`src/rtl/cpu_pkg.sv`:
```
// Shared definitions for the CPU slice: loader FSM states and RAM geometry.
package cpu_pkg;

  localparam int ADDR_W = 4;
  localparam int DATA_W = 8;
  localparam int DEPTH  = 2 ** ADDR_W;

  typedef enum logic [2:0] {
    IDLE       = 3'd0,
    LOAD       = 3'd1,
    RD_ISSUE   = 3'd2,
    RD_CAPTURE = 3'd3,
    DONE       = 3'd4
  } state_t;

endpackage

```
`src/rtl/ram_program_loader.sv`:
```
// Loads a DEPTH-byte image into the program RAM over valid/ready, then reads
// it back through the RAM's registered output and compares checksums.
module ram_program_loader #(
  parameter int ADDR_W = cpu_pkg::ADDR_W,
  parameter int DATA_W = cpu_pkg::DATA_W
) (
  input  logic              clk,
  input  logic              reset,
  input  logic              i_start,
  input  logic              i_in_valid,
  input  logic [DATA_W-1:0] i_in_data,
  output logic              o_in_ready,
  output logic [ADDR_W-1:0] o_ram_addr,
  output logic [DATA_W-1:0] o_ram_wdata,
  output logic              o_ram_we,
  input  logic [DATA_W-1:0] i_ram_data_out,
  output logic              o_busy,
  output logic              o_done,
  output logic              o_pass,
  output logic [DATA_W-1:0] o_checksum
);
  import cpu_pkg::state_t;
  import cpu_pkg::IDLE;
  import cpu_pkg::LOAD;
  import cpu_pkg::RD_ISSUE;
  import cpu_pkg::RD_CAPTURE;
  import cpu_pkg::DONE;

  localparam logic [ADDR_W-1:0] CNT_LAST = {ADDR_W{1'b1}};
  localparam logic [ADDR_W-1:0] CNT_ONE  = {{(ADDR_W-1){1'b0}}, 1'b1};

  state_t              r_state;
  logic [ADDR_W-1:0]   r_cnt;
  logic [DATA_W-1:0]   r_load_sum;
  logic [DATA_W-1:0]   r_rd_sum;
  logic                r_pass;
  logic [DATA_W-1:0]   r_checksum;

  logic                w_in_ready;
  logic                w_we;
  logic [DATA_W-1:0]   w_wdata;
  logic [DATA_W-1:0]   w_rd_sum_next;

  assign w_rd_sum_next = r_rd_sum + i_ram_data_out;

  // Write port is combinational so the RAM captures the byte on the accept edge.
  always_comb begin
    w_in_ready = 1'b0;
    w_we       = 1'b0;
    w_wdata    = {DATA_W{1'b0}};
    if (r_state == LOAD) begin
      w_in_ready = 1'b1;
      w_we       = i_in_valid;
      w_wdata    = i_in_data;
    end else begin
      w_in_ready = 1'b0;
      w_we       = 1'b0;
      w_wdata    = {DATA_W{1'b0}};
    end
  end

  // Loader FSM with the shared address counter and both checksum accumulators.
  always_ff @(posedge clk) begin
    if (!reset) begin
      r_state    <= IDLE;
      r_cnt      <= {ADDR_W{1'b0}};
      r_load_sum <= {DATA_W{1'b0}};
      r_rd_sum   <= {DATA_W{1'b0}};
      r_pass     <= 1'b0;
      r_checksum <= {DATA_W{1'b0}};
    end else begin
      case (r_state)
        IDLE, DONE: begin
          if (i_start) begin
            r_state    <= LOAD;
            r_cnt      <= {ADDR_W{1'b0}};
            r_load_sum <= {DATA_W{1'b0}};
            r_rd_sum   <= {DATA_W{1'b0}};
            r_pass     <= 1'b0;
          end
        end
        LOAD: begin
          if (i_in_valid) begin
            r_load_sum <= r_load_sum + i_in_data;
            r_cnt      <= r_cnt + CNT_ONE;
            if (r_cnt == CNT_LAST) begin
              r_state <= RD_ISSUE;
            end
          end
        end
        RD_ISSUE: begin
          r_state <= RD_CAPTURE;
        end
        RD_CAPTURE: begin
          r_rd_sum <= w_rd_sum_next;
          r_cnt    <= r_cnt + CNT_ONE;
          if (r_cnt == CNT_LAST) begin
            r_state    <= DONE;
            r_pass     <= (w_rd_sum_next == r_load_sum);
            r_checksum <= r_load_sum;
          end else begin
            r_state <= RD_ISSUE;
          end
        end
        default: begin
          r_state <= IDLE;
          r_cnt   <= {ADDR_W{1'b0}};
        end
      endcase
    end
  end

  assign o_in_ready  = w_in_ready;
  assign o_ram_we    = w_we;
  assign o_ram_wdata = w_wdata;
  assign o_ram_addr  = r_cnt;
  assign o_busy      = (r_state == LOAD) || (r_state == RD_ISSUE) || (r_state == RD_CAPTURE);
  assign o_done      = (r_state == DONE);
  assign o_pass      = r_pass;
  assign o_checksum  = r_checksum;

endmodule

```
`config.mk`:
```
export PLATFORM = sky130hd
export DESIGN_NAME = ram_program_loader
export DESIGN_NICKNAME = d
export VERILOG_FILES = /design/src/rtl/cpu_pkg.sv /design/src/rtl/ram_program_loader.sv
export SDC_FILE = /design/constraint.sdc
export NUM_CORES = 1
export LEC_CHECK = 0
export ABC_AREA = 1
export BUFFER_PORTS_ARGS = -buffer_cell sky130_fd_sc_hd__buf_2
export CORE_MARGIN = 2
export CORE_UTILIZATION = 55
export CTS_BUF_LIST = sky130_fd_sc_hd__clkbuf_4
export DETAILED_ROUTE_END_ITERATION = 12
export GPL_TIMING_DRIVEN = 0
export PLACE_DENSITY = 0.92
export SYNTH_ARGS = -nofsm -noshare
export SYNTH_HDL_FRONTEND = slang
export SYNTH_SLANG_ARGS = --single-unit
export TNS_END_PERCENT = 20
```
`constraint.sdc`:
```
create_clock -name clk -period 4.85 [get_ports clk]
set_input_delay 1.455 -clock clk [delete_from_list [all_inputs] [get_ports clk]]
set_output_delay 1.455 -clock clk [all_outputs]
set_load 0.05 [all_outputs]
```
==> results.md <==
* Iteration-0 DRC count of the detailed router at 184
* Routed vias/inst at 5.400
* RSZ-0062 raised after global routing: false
* Max-cap violation count at 0
* Proportion of power drawn by the clock network at 31.4%
* First-pass GRT wire length at 8.424 mm
* Max Fanout on Critical Path at 7
* Final weighted congestion in routability-driven placement at 0.9118
* Hold crit path type: reg -> reg
* Ratio of cells with drive above 1 in the final layout at 19.35%
* Final standard cell area without fillers at 2507 um^2
* Total buffers and inverters traversed by the critical path at 3
* Highest ir drop seen on vdd at 174.6 uV
* Residual DRC count at 0
* Gate power share at 26.0%
* Pleak at 1.301 nW
* Count of standard-cell rows at 22
* Crit. End Element: primary output
* I/O Pins at 45
* Dominant cells by area after synthesis: dfxtp_1 30%, nand2_1 14%, ha_1 8.7%
* Clock buffer count from CTS at 5
* Most common cell after layout, fill and taps aside: nand2_1
* Critical path required time at 3.39 ns
* Total negative slack at 0 ns
* Category of the critical setup timing path: in -> out
* Switching power of the nets at 0.2220 mW
* Post-Syn Area at 2147 um^2
* Placed cell area at 2427 um^2
* Number of global-route vias before repair at 2026
* Routed wire length per instance at 11.92 um
* Transition time at the pin with the least slew margin at 0.5545 ns
* Number of antenna violations at the first check in global routing at 0
* Sequential share of power at 42.6%
* Maximum buffer depth of the clock tree at 2
* Critical Path, Cell by Cell: buf_2 -> inv_1 -> nor2_4 -> buf_2
* Final period demand of the worst path at 3.548 ns
* Post-Place Setup Slack at 1.296 ns
* Final hold viol count at 0
* Die Width at 66.48 um
* Power density over cell area at 261.6 nW/um^2
* WP depth at 4
* Critical Path Source Type: primary input
* Detailed Route WL at 5.008 mm
* Final ANT Viol Nets at 0
* Post-synthesis sequential element count at 32
* Most frequent cells in the layout: 81 x nand2_1, 46 x buf_2, 45 x inv_1, 35 x a21oi_1, 32 x dfxtp_1
* Number of clock sinks seen by CTS at 32
* Length in cells of the worst reg-to-reg path at 12
* Net Count, Synth at 357
* # setup viols final at 0
* Die Span Y at 66.48 um
* NumNets Final at 408
* Overall power of the completed layout at 0.6559 mW
* Max Slew Vio Count at 0
* Starting density of the core at 57.78%
* CP top delay family: buffers and inverters
* Most used cell, CP: buf_2
* Warnings, synthesis at 0
* First drt pass iteration count at 4
* Synthesis-to-finish area growth at 16.78%
* Antenna fix cells at 0
* Worst Clk Skew at 0.01062 ns
* Worst hold path cell count at 2
* Count of different cell masters after synthesis at 31
* Post-cts gate resize count at 0
* Clock latency on the worst-skew pair at 0.34 ns
* Max stage delay cell, worst path: buf_2
* Result of the run: completed
* CTS root buffer: clkbuf_4
* Post-synthesis sequential area ratio at 29.84%
* Via count at 2268
* CTS tree: done
* Count of H-tree levels built during CTS at 2
* Setup Fix Bufs, Post-CTS at 0
* Fmax at 281.9 MHz
* Clock-pin slew on the worst setup and hold paths at 0.10 ns
* Internal Dissipation at 0.4339 mW
* Share of the synthesized area in the top cell type at 29.84%
* Worst path setup slack after routing at 1.302 ns
* Overall track demand over capacity in global routing at 24.74%
* Floorplan core area at 3716 um^2
* Leftover overflow at the end of global routing at 0
* Relative slew slack at 63.04%
* Highest cell delay on the worst timing path at 0.30 ns
* Die footprint at 4420 um^2
* Half-perimeter wire length of the detailed placement result at 3.874 mm
* Worst slack on hold paths at 0.4758 ns
* Share of total power consumed by net switching at 33.85%
* Maximum number of pins on one net before global-route repair at 11
* CTS Hold Bufs at 0
* Post-synth top area cell: dfxtp_1
* Data arrival time at the worst-slack endpoint at 2.09 ns
* Port buffer count at 44
* Mean instance size in the synthesized netlist at 6.710 um^2
* Final clock period utilization by the worst path at 73.15%
* Count of mapped cells out of synthesis at 320
## area by class of cell
cell class,instances,area (um^2)
multi-input combinational,236,1305
fill,324,1209
sequential,32,640.6
timing repair buffer,44,220.2
inverter,47,176.4
tap,48,60.06
clock buffer,6,45.04
clock inverter,2,35.03
buffer,5,25.02
## cell usage after synthesis (all sizes together)
library cell  instances
a211oi                1
a21oi                36
buf                   3
clkbuf                2
dfxtp                32
fa                    2
ha                   15
inv                  47
nand2                85
nand3                32
nand3b                5
nand4                 3
nor2                 31
nor3                  2
nor4                  1
o21ai                11
o22ai                 1
o31ai                 1
o41ai                 1
or2                   2
xor2                  7
## routing by layer
layer,up-vias,GRT usage (%),part of all wire (%)
met1,1028,30.41,44
met3,13,4.392,6.5
met5,-,0,0
met2,87,41.50,48
li1,1140,-,-
met4,0,11.99,2.1
## kinds of logic after synthesis
group / synth area share (%)
fa+ha+maj: 10.61
xor+xnor: 2.856
buf+inv: 9.383
simple gates: 34.56
compound gates: 12.76
flops: 29.84
## stage by stage
step,cells,util (%)
global route,420,67.47
finish,420,67.47
detailed placement,412,65.32
global placement,412,65.32
CTS,420,67.47
floorplan,320,-
## sequential cells by signal, indices dropped and copies added, names as in the netlist
register,count
o_checksum,8
o_pass,1
o_ram_addr,4
r_load_sum,8
r_rd_sum,8
r_state,3
## worst register-to-register path: stages, from the launching register on
cell and delay (ns):
dfxtp_1 0.33, ha_1 0.21, fa_1 0.55, inv_1 0.07, nand2_1 0.08, nand3_2 0.08, nor2_2 0.10, nand3_1 0.07
nor2_1 0.11, nand2_1 0.08, nor2_2 0.09, nand3_2 0.07, a21oi_2 0.10
## final timing paths
kind	startpoint	to	slack, ns
max reg2reg	r_rd_sum[0]$_SDFFE_PN0P_	o_pass$_SDFFE_PN0P_	2.85
min	r_rd_sum[2]$_SDFFE_PN0P_	r_rd_sum[2]$_SDFFE_PN0P_	0.48
min reg2reg	r_rd_sum[2]$_SDFFE_PN0P_	r_rd_sum[2]$_SDFFE_PN0P_	0.48
max	i_in_valid	o_ram_we	1.30
## power by group through the flow
stage / clock, mW / sequential, mW / combinational (mW)
after floorplan: 0 / 0.288 / 0.124
after global placement: 0 / 0.285 / 0.164
after detailed placement: 0 / 0.285 / 0.168
after CTS: 0.205 / 0.279 / 0.169
after global routing: 0.217 / 0.281 / 0.188
final: 0.206 / 0.280 / 0.170
(Power assumes the default switching activity.)
